### src/rtl/lcd_pattern_gen.sv
// LCD test-pattern generator: vertical/horizontal bars, checkerboard and rotating bars.
// Define LCD_PATTERN_BORDER_EN to force a one-pixel white border in every mode.
module lcd_pattern_gen #(
    parameter int unsigned NUM_BARS      = 5,
    parameter int unsigned COLOR_W       = 16,
    parameter int unsigned CELL_LOG2     = 5,
    parameter int unsigned SCROLL_FRAMES = 30
) (
    input  logic               lcd_pclk,
    input  logic               rst,
    input  logic               data_req,
    input  logic [10:0]        pixel_xpos,
    input  logic [10:0]        pixel_ypos,
    input  logic [10:0]        h_disp,
    input  logic [10:0]        v_disp,
    input  logic [1:0]         mode,
    output logic [COLOR_W-1:0] pixel_data,
    output logic               cfg_busy,
    output logic [1:0]         mode_active
);
    localparam int unsigned POS_W   = 11;
    localparam int unsigned BND_W   = POS_W + 1;
    localparam int unsigned REM_W   = 4;
    localparam int unsigned TRIAL_W = REM_W + 1;
    localparam int unsigned STEP_W  = 4;
    localparam int unsigned K_W     = 3;
    localparam int unsigned CNT_W   = $clog2(SCROLL_FRAMES + 1);

    localparam logic [STEP_W-1:0]  LAST_STEP = STEP_W'(POS_W - 1);
    localparam logic [K_W-1:0]     K_MAX     = K_W'(NUM_BARS - 1);
    localparam logic [TRIAL_W-1:0] DIVISOR   = TRIAL_W'(NUM_BARS);
    localparam logic [CNT_W-1:0]   CNT_LAST  = CNT_W'(SCROLL_FRAMES - 1);

`ifdef LCD_PATTERN_BORDER_EN
    localparam bit BORDER_EN = 1'b1;
`else
    localparam bit BORDER_EN = 1'b0;
`endif

    typedef enum logic [1:0] {ST_IDLE, ST_DIV_H, ST_DIV_V, ST_RUN} state_e;

    state_e              state_q, state_d;
    logic [STEP_W-1:0]   step_q, step_d;
    logic [POS_W-1:0]    quo_q, quo_d;
    logic [REM_W-1:0]    rem_q, rem_d;
    logic [POS_W-1:0]    h_lat_q, h_lat_d, v_lat_q, v_lat_d;
    logic [POS_W-1:0]    bar_w_q, bar_w_d, bar_h_q, bar_h_d;
    logic [K_W-1:0]      kv_q, kv_d, kh_q, kh_d;
    logic [BND_W-1:0]    bndv_q, bndv_d, bndh_q, bndh_d;
    logic [1:0]          mode_active_q, mode_active_d;
    logic [CNT_W-1:0]    frame_cnt_q, frame_cnt_d;
    logic [K_W-1:0]      rot_q, rot_d;
    logic [COLOR_W-1:0]  pixel_q, pixel_d;
    logic                cfg_busy_q, cfg_busy_d;

    logic                busy_c, div_h_c, first_step_c, changed_c, restart_c;
    logic [POS_W-1:0]    dividend_c, quo_next_c;
    logic [REM_W-1:0]    rem_src_c, rem_next_c;
    logic [TRIAL_W-1:0]  trial_c;
    logic                ge_c, frame_start_c, on_border_c;
    logic [1:0]          mode_eff_c;
    logic [K_W-1:0]      idx_c;

    function automatic logic [COLOR_W-1:0] palette(input logic [K_W-1:0] idx);
        logic r, g, b;
        case (idx)
            3'd0:    {r, g, b} = 3'b111;
            3'd1:    {r, g, b} = 3'b000;
            3'd2:    {r, g, b} = 3'b100;
            3'd3:    {r, g, b} = 3'b010;
            3'd4:    {r, g, b} = 3'b001;
            3'd5:    {r, g, b} = 3'b110;
            3'd6:    {r, g, b} = 3'b011;
            default: {r, g, b} = 3'b101;
        endcase
        if (COLOR_W == 24) palette = COLOR_W'({{8{r}}, {8{g}}, {8{b}}});
        else               palette = COLOR_W'({{5{r}}, {6{g}}, {5{b}}});
    endfunction

    assign first_step_c = (step_q == '0);
    assign changed_c    = (h_disp != h_lat_q) || (v_disp != v_lat_q);
    // The latch is refreshed on DIV_H step 0, so a mismatch there is not a change.
    assign restart_c    = changed_c &&
                          ((state_q == ST_DIV_H && !first_step_c) || state_q == ST_DIV_V);

    // One restoring-divide step: step 0 takes its dividend straight from the source.
    assign dividend_c = !first_step_c ? quo_q : (div_h_c ? h_disp : v_lat_q);
    assign rem_src_c  = first_step_c ? '0 : rem_q;
    assign trial_c    = {rem_src_c, dividend_c[POS_W-1]};
    assign ge_c       = (trial_c >= DIVISOR);
    assign rem_next_c = ge_c ? REM_W'(trial_c - DIVISOR) : trial_c[REM_W-1:0];
    assign quo_next_c = {dividend_c[POS_W-2:0], ge_c};

    always_ff @(posedge lcd_pclk or posedge rst) begin
        if (rst) state_q <= ST_DIV_H;
        else     state_q <= state_d;
    end

    always_comb begin
        state_d = state_q;
        case (state_q)
            ST_DIV_H: begin
                if (restart_c)                state_d = ST_DIV_H;
                else if (step_q == LAST_STEP) state_d = ST_DIV_V;
            end
            ST_DIV_V: begin
                if (restart_c)                state_d = ST_DIV_H;
                else if (step_q == LAST_STEP) state_d = ST_RUN;
            end
            ST_RUN: begin
                if (h_disp == '0)   state_d = ST_IDLE;
                else if (changed_c) state_d = ST_DIV_H;
            end
            default: begin
                if (h_disp != '0) state_d = ST_DIV_H;
            end
        endcase
    end

    always_comb begin
        busy_c  = 1'b0;
        div_h_c = 1'b0;
        case (state_q)
            ST_DIV_H: begin
                busy_c  = 1'b1;
                div_h_c = 1'b1;
            end
            ST_DIV_V: busy_c = 1'b1;
            default:  ;
        endcase
    end

    // Geometry divider, boundary counters, rotation and pixel colour.
    always_comb begin
        step_d        = step_q;
        quo_d         = quo_q;
        rem_d         = rem_q;
        h_lat_d       = h_lat_q;
        v_lat_d       = v_lat_q;
        bar_w_d       = bar_w_q;
        bar_h_d       = bar_h_q;
        kv_d          = kv_q;
        bndv_d        = bndv_q;
        kh_d          = kh_q;
        bndh_d        = bndh_q;
        frame_cnt_d   = frame_cnt_q;
        rot_d         = rot_q;
        pixel_d       = pixel_q;
        cfg_busy_d    = busy_c;
        idx_c         = '0;

        if (state_d != state_q || restart_c) step_d = '0;
        else if (busy_c)                     step_d = step_q + STEP_W'(1);

        if (busy_c && !restart_c) begin
            quo_d = quo_next_c;
            rem_d = rem_next_c;
            if (div_h_c && first_step_c) begin
                h_lat_d = h_disp;
                v_lat_d = v_disp;
            end
            if (step_q == LAST_STEP) begin
                if (div_h_c) bar_w_d = quo_next_c;
                else         bar_h_d = quo_next_c;
            end
        end

        if (pixel_xpos == '0) begin
            kv_d   = '0;
            bndv_d = BND_W'(bar_w_q);
        end
        if (bar_w_q != '0 && kv_d < K_MAX && BND_W'(pixel_xpos) >= bndv_d) begin
            kv_d   = kv_d + K_W'(1);
            bndv_d = bndv_d + BND_W'(bar_w_q);
        end

        if (pixel_xpos == '0) begin
            if (pixel_ypos == '0) begin
                kh_d   = '0;
                bndh_d = BND_W'(bar_h_q);
            end
            if (bar_h_q != '0 && kh_d < K_MAX && BND_W'(pixel_ypos) >= bndh_d) begin
                kh_d   = kh_d + K_W'(1);
                bndh_d = bndh_d + BND_W'(bar_h_q);
            end
        end

        if (mode_eff_c != 2'd3) begin
            frame_cnt_d = '0;
            rot_d       = '0;
        end else if (frame_start_c && mode_active_q == 2'd3) begin
            if (frame_cnt_q == CNT_LAST) begin
                frame_cnt_d = '0;
                rot_d       = rot_q + K_W'(1);
            end else begin
                frame_cnt_d = frame_cnt_q + CNT_W'(1);
            end
        end

        case (mode_eff_c)
            2'd0:    idx_c = kv_d;
            2'd1:    idx_c = kh_d;
            2'd2:    idx_c = (pixel_xpos[CELL_LOG2] ^ pixel_ypos[CELL_LOG2]) ? 3'd0 : 3'd1;
            default: idx_c = kv_d + rot_d;
        endcase
        if (BORDER_EN && on_border_c) idx_c = '0;

        if (data_req) pixel_d = cfg_busy_q ? '0 : palette(idx_c);
    end

    assign frame_start_c = data_req && pixel_xpos == '0 && pixel_ypos == '0;
    assign mode_eff_c    = frame_start_c ? mode : mode_active_q;
    assign mode_active_d = mode_eff_c;
    assign on_border_c   = pixel_xpos == '0 || pixel_ypos == '0 ||
                           pixel_xpos == h_disp - POS_W'(1) || pixel_ypos == v_disp - POS_W'(1);

    // Boundary counters only move on a request; the rest tracks every cycle.
    always_ff @(posedge lcd_pclk or posedge rst) begin
        if (rst) begin
            step_q        <= '0;
            quo_q         <= '0;
            rem_q         <= '0;
            h_lat_q       <= '0;
            v_lat_q       <= '0;
            bar_w_q       <= '0;
            bar_h_q       <= '0;
            kv_q          <= '0;
            bndv_q        <= '0;
            kh_q          <= '0;
            bndh_q        <= '0;
            mode_active_q <= '0;
            frame_cnt_q   <= '0;
            rot_q         <= '0;
            pixel_q       <= '0;
            cfg_busy_q    <= 1'b1;
        end else begin
            step_q      <= step_d;
            quo_q       <= quo_d;
            rem_q       <= rem_d;
            h_lat_q     <= h_lat_d;
            v_lat_q     <= v_lat_d;
            bar_w_q     <= bar_w_d;
            bar_h_q     <= bar_h_d;
            cfg_busy_q  <= cfg_busy_d;
            pixel_q     <= pixel_d;
            if (data_req) begin
                kv_q          <= kv_d;
                bndv_q        <= bndv_d;
                kh_q          <= kh_d;
                bndh_q        <= bndh_d;
                mode_active_q <= mode_active_d;
                frame_cnt_q   <= frame_cnt_d;
                rot_q         <= rot_d;
            end
        end
    end

    assign pixel_data  = pixel_q;
    assign cfg_busy    = cfg_busy_q;
    assign mode_active = mode_active_q;

endmodule

### config.mk
export PLATFORM = sky130hd
export DESIGN_NAME = lcd_pattern_gen
export DESIGN_NICKNAME = d
export VERILOG_FILES = /design/src/rtl/lcd_pattern_gen.sv
export SDC_FILE = /design/constraint.sdc
export NUM_CORES = 1
export LEC_CHECK = 0
export CAP_MARGIN = 20
export CORE_ASPECT_RATIO = 1.1
export CORE_MARGIN = 2
export CORE_UTILIZATION = 50
export CTS_CLUSTER_SIZE = 20
export DETAILED_ROUTE_END_ITERATION = 10
export MAX_ROUTING_LAYER = met4
export PLACE_DENSITY = 0.76
export SYNTH_ARGS = -nofsm -noshare
export SYNTH_HDL_FRONTEND = slang
export SYNTH_SLANG_ARGS = --single-unit
### constraint.sdc
create_clock -name lcd_pclk -period 10.2 [get_ports lcd_pclk]
set_clock_uncertainty 0.1 [all_clocks]
set_input_delay 1.02 -clock lcd_pclk [delete_from_list [all_inputs] [get_ports lcd_pclk]]
set_output_delay 1.02 -clock lcd_pclk [all_outputs]
set_load 0.005 [all_outputs]
======== After elaboration in Yosys (flattened, before gate mapping) ========
Cells that the tools add are included.
storage, ports and cells
  memories ................................ 0
  RAM bits ................................ 0
  memory bits (read-only) ................. 0
  input bits .............................. 49
  latch bits .............................. 0
  register bits ........................... 122
operators by class
  shift operators ......................... 0
  magnitude comparators ................... 5
  equality and inequality tests ........... 18
  $mul .................................... 0
  add/subtract/negate cells ............... 9
  div/mod/pow operators ................... 0
  reduce and logical (&&, ||, !) cells .... 36
  mux-type cells .......................... 40
  bitwise operators ....................... 2
operators by type and width
  operator                                        count
  two-way mux 12 bit                              5
  logical NOT 11 bit                              3
  nonzero test 11 bit                             3
  two-way mux 3 bit                               9
  adder 12 x 11 -> 12 bit                         2
  greater-or-equal comparator 11 x 12 -> 1 bit    2
  two-way mux 11 bit                              2
  != test 11 bit                                  2
  two-way mux 16 bit                              1
  two-way mux 2 bit                               8
  two-way mux 4 bit                               4
  two-way mux 5 bit                               3
  OR reduction 4 bit                              3
  logical AND 1 bit                               11
  adder 3 x 1 -> 3 bit (second input constant)    3
  == test 3 bit (second input constant)           3
  one-hot mux 3 bit (3 select lines)              1
  == test 2 bit (second input constant)           4
  == test 3 x 2 -> 1 bit (second input constant)  2
  < comparator 3 bit (second input constant)      2
  two-way mux 1 bit                               6
  one-hot mux 2 bit (3 select lines)              1
  AND reduction 2 bit                             3
  AND reduction 3 bit                             2
  20 further kinds                                25

======== Logic depth before layout (Yosys ltp) ========
  depth in word-level cells ............... 13
  mapped depth ............................ 25

======== Worst setup path after synthesis ========
OpenSTA, ideal clock, no wires.
  path type ............................... in2reg
  start ................................... in pixel_xpos[1]
  end ..................................... reg pixel_q[10] (netlist: pixel_data[10])
  setup slack ............................. 4.870 ns
  data arrival time ....................... 5.109 ns
  buffers on the path ..................... 2
  stages on the path ...................... 24
  setup time .............................. 0.121 ns
  cell sequence ........................... nor4_1 -> nand3_1 -> clkbuf_1 -> inv_1 -> clkbuf_1 -> nand2_1 -> nand2_1 -> inv_1 -> ha_1 -> a2111oi_0 -> o21ai_0 -> a21oi_1 -> o21a_1 -> nor2_1 -> inv_1 -> ha_1 -> inv_1 -> fa_1 -> xnor2_1 -> or3_4 -> nand4_4 -> xnor2_2 -> xor2_1 -> a22o_1
on the way
  cells in the longest elaborated chain, start to end .. 12
ends and longest elaborated chain
  item                                                                                                  RTL line  RTL
  start: declaration                                                                                    12        input logic [10:0] pixel_xpos,
  parallel branches: the longest is 5 deep, another holds greater-or-equal comparator 11 x 12 -> 1 bit  --
  two-way mux 3 bit *                                                                                   172       if (bar_w_q != '0 && kv_d < K_MAX && BND_W'(pixel_xpos) >= bndv_d) begin
  named net kv_d[0]                                                                                     48        logic [K_W-1:0] kv_q, kv_d, kh_q, kh_d;
  adder 3 bit                                                                                           204       default: idx_c = kv_d + rot_d;
  one-hot mux 3 bit (3 select lines) *                                                                  200       case (mode_eff_c)
  == test 3 bit, or another cell as far along                                                           66        case (idx)
  OR reduction 4 bit (no line) *                                                                        --
  two-way mux 1 bit *                                                                                   66
  two-way mux 16 bit *                                                                                  208       if (data_req) pixel_d = cfg_busy_q ? '0 : palette(idx_c);
  end signal: assignment                                                                                245       pixel_q <= pixel_d;
  end: declaration                                                                                      53        logic [COLOR_W-1:0] pixel_q, pixel_d;
Mark *: on every way through the listed nets, which the timed path passes.
A chain may end at the register's enable or synchronous reset.

======== Worst setup path after layout ========
  start ................................... in pixel_xpos[6]
  end ..................................... reg pixel_q[10] (netlist: pixel_data[10])
Same word-level chain as after synthesis.

==> results.sh <==
export IMPL_synth_area_um2=7590
export IMPL_ant_nets=0
export IMPL_cpMostUsedCell="inv_1"
export IMPL_seq_area_um2=2730
export IMPL_critPathKind="in -> reg"
export IMPL_cp_end_kind="flip-flop"
export IMPL_synth_top_cell_area_share=0.353
export IMPL_drt_initial_drc_count=407
export IMPL_io_pins=68
export IMPL_fill_cells=1330
export IMPL_cts_setup_buffers=0
export IMPL_multi_input_area_um2=4460
export IMPL_grt_pass1_wl_um=28000
export IMPL_vias=5953
export IMPL_portBuffers=67
export IMPL_synth_largest_area_cell="dfrtp_1"
export IMPL_post_cts_resized=0
export IMPL_startpoint_type="input pin"
export IMPL_clock_latency_ns=0.36
export IMPL_setup_viol=0
export IMPL_drc=0
export IMPL_viasPerCell=5.65
export IMPL_grt_ovfl_total=0
export IMPL_routed_wl_um=16600
export IMPL_die_width_um=121
export IMPL_fmaxAchievable_ghz=0.155
export IMPL_synth_flop_cell="dfrtp_1"
export IMPL_synth_edff_count=0
export IMPL_ys_ff_latch=109
export IMPL_syn_nets=916
export IMPL_slew_viol_final=0
export IMPL_fin_util=0.579
export IMPL_area_delta_synth_final_pct=13.9
export IMPL_place_congestion=0.900
export IMPL_drt_pass1_iter_count=5
export IMPL_numCtsBuffers=9
export IMPL_r2r_end="pixel_data[10]$_DFFE_PP0P_"
export IMPL_avgSynthCellArea_um2=9.42
export IMPL_grt_total_usage=0.221
export IMPL_period_needed_ns=6.47
export IMPL_crit_arrival_ns=6.61
export IMPL_vdd_drop_max_mv=0.177
export IMPL_crit_chain="clkdlybuf4s50_1, nor3_1, nand3_1, inv_1, nand2_1, nand2_1, inv_1, ha_1, a2111oi_0, o21ai_0, a21oi_1, o21a_1, nor2_1, inv_1, ha_1, inv_1, fa_1, xnor2_1, or3_4, nand4_4, xnor2_2, xor2_1, a22o_1"
export IMPL_whs_ns=0.381
export IMPL_clockBufferDepth=2
export IMPL_h_tree_depth=3
export IMPL_crit_slowest_cell="nand3_1"
export IMPL_fin_crit_sh=0.634
export IMPL_core_um2=14900
export IMPL_p_leak_nw=3.99
export IMPL_seq_area_frac_synth=0.360
export IMPL_ys_types=68
export IMPL_critical_path_max_fanout=21
export IMPL_synth_warnings=0
export IMPL_worstRegToRegCells=19
export IMPL_critical_path_max_stage_delay_ns=0.66
export IMPL_max_slew_margin_rel=0.284
export IMPL_clockRootBuffer="clkbuf_16"
export IMPL_rsz0062_at_grt="no"
export IMPL_cts_sinks=109
export IMPL_wire_per_inst_um=15.8
export IMPL_syn_instance_count=806
export IMPL_hold_depth=1
export IMPL_cts_tree="done"
export IMPL_worstHoldStart="frame_cnt_q[4]$_DFFE_PP0P_"
export IMPL_hold_buffers=0
export IMPL_hpwl_um=12600
export IMPL_finalSetupTns_ns=0
export IMPL_start_util=0.508
export IMPL_holdPathEnd="frame_cnt_q[4]$_DFFE_PP0P_"
export IMPL_die_area_um2=16200
export IMPL_grt_max_degree=70
export IMPL_fin_nets=962
export IMPL_dieHeight_um=133
export IMPL_num_antenna_cells=0
export IMPL_power_w=0.00154
export IMPL_grt_pass1_vias=5735
export IMPL_async_flop_share=1.00
export IMPL_pwr_density_cell_nw_per_um2=179
export IMPL_synth_area_leaders="dfrtp_1, ha_1, mux2_2, nand2_1, o21ai_0"
export IMPL_hold_viol_final=0
export IMPL_rrSetupSlack_ns=6.06
export IMPL_worst_pin_slew_ns=1.07
export IMPL_hold_class="reg -> reg"
export IMPL_reg2reg_from="bar_w_q[1]$_DFFE_PP0P_"
export IMPL_outcome="complete, no violations"
export IMPL_row_count=47
export IMPL_cap_viol_max_count=0
export IMPL_clk_pin_slew_ns=0.07
export IMPL_antenna_found_initial=0
export IMPL_drive_gt1_frac=0.120
export IMPL_crit_required_ns=10.35
## cells by family (layout without fill, tap and decap cells)
logic type | count (synthesis) | in the layout | share of synthesized area
AO/OA/AOI/OAI | 175 | 175 | 0.151
AND/OR/NAND/NOR | 238 | 238 | 0.153
buffers and inverters | 88 | 139 | 0.0521
XOR/XNOR | 49 | 49 | 0.0575
flip-flops | 109 | 109 | 0.360
adder cells (fa/ha/maj) | 61 | 61 | 0.104
multiplexers | 86 | 86 | 0.123
## power breakdown
group / switching [W] / total (W) / internal, W
logic: 0.000303 / 0.000597 / 0.000294
registers: 0.0000717 / 0.000602 / 0.000530
clock network: 0.000170 / 0.000346 / 0.000176
## stage by stage
stage / area, um2 / std cells / worst slack, ns
after floorplan: 7590 / 806 / 4.87
after global placement: 8350 / 1037 / 3.60
after detailed placement: 8350 / 1037 / 3.36
after CTS: 8640 / 1053 / 3.74
after global routing: 8640 / 1053 / 3.31
final: 8640 / 1053 / 3.73
## worst max-delay path: cells and delay by family
family | cells | cell delay [ns]
buffers and inverters | 5 | 1.17
xor gates and xnor gates | 3 | 0.42
AOI/OAI and AO/OA | 5 | 1.33
and+or+nand+nor | 7 | 1.85
adders and majority gates | 3 | 0.81
## flip-flops by register name, indices dropped and copies added, names as in the netlist
signal and count:
rem_q 4, rot_q 3, kh_q 3, cfg_busy 1
bndv_q 12, kv_q 3, v_lat_q 11, h_lat_q 11
state_q 2, frame_cnt_q 5, bar_h_q 11, pixel_data 3
mode_active 2, bndh_q 12, step_q 4, quo_q 11
bar_w_q 11
## layer usage
layer  GRT usage  share of wire
met1       0.283           0.46
met2       0.355           0.48
met3      0.0441          0.041
met4      0.0632          0.022
met5           -              0
## synthesized netlist by cell type (3+ instances only)
library cell and n:
mux2i_1 27, ha_1 58, a31oi_1 5, and2_1 7, nand2_1 99, o21ai_0 56
nand2b_1 9, xor2_1 26, nand3_1 14, a21o_1 12, o21a_1 6, xnor2_1 22
fa_1 3, nor4_1 14, mux2_2 59, a221oi_1 3, nor3_1 9, o21bai_1 9
clkbuf_1 21, dfrtp_1 107, and4_1 3, buf_4 13, nand4_1 4, and3_1 3
o31ai_1 7, a22o_1 5, nor4_2 3, nor2_1 57, nor2b_1 5, a21oi_1 37
a211oi_1 10, inv_1 48
## worst max-delay path by stage
stage,start,to
6_report,pixel_xpos[6],pixel_data[10]$_DFFE_PP0P_
5_1_grt,pixel_xpos[6],pixel_data[10]$_DFFE_PP0P_
4_1_cts,pixel_xpos[1],pixel_data[10]$_DFFE_PP0P_
3_5_place_dp,pixel_xpos[1],pixel_data[10]$_DFFE_PP0P_
3_3_place_gp,pixel_xpos[1],pixel_data[10]$_DFFE_PP0P_
2_1_floorplan,pixel_xpos[1],pixel_data[10]$_DFFE_PP0P_
## layout by cell type (no fill, tap or decap), types with 14 or more instances in the layout
cell             instances
xor2_1                  26
nand2_1                 99
mux2_2                  59
xnor2_1                 22
nor4_1                  14
ha_1                    58
mux2i_1                 27
dfrtp_1                107
clkdlybuf4s50_1         67
nand3_1                 14
inv_1                   47
nor2_1                  57
o21ai_0                 55
a21oi_1                 37
## area by class of cell
class	count	area share
inverters	49	0.0216
multi-input cells	609	0.517
clock inverters	6	0.00637
well taps	196	0.0284
clock buffers	10	0.0276
repair buffers	74	0.0837
flip-flops and latches	109	0.316
Note: power is estimated with default switching activity, not from simulation.
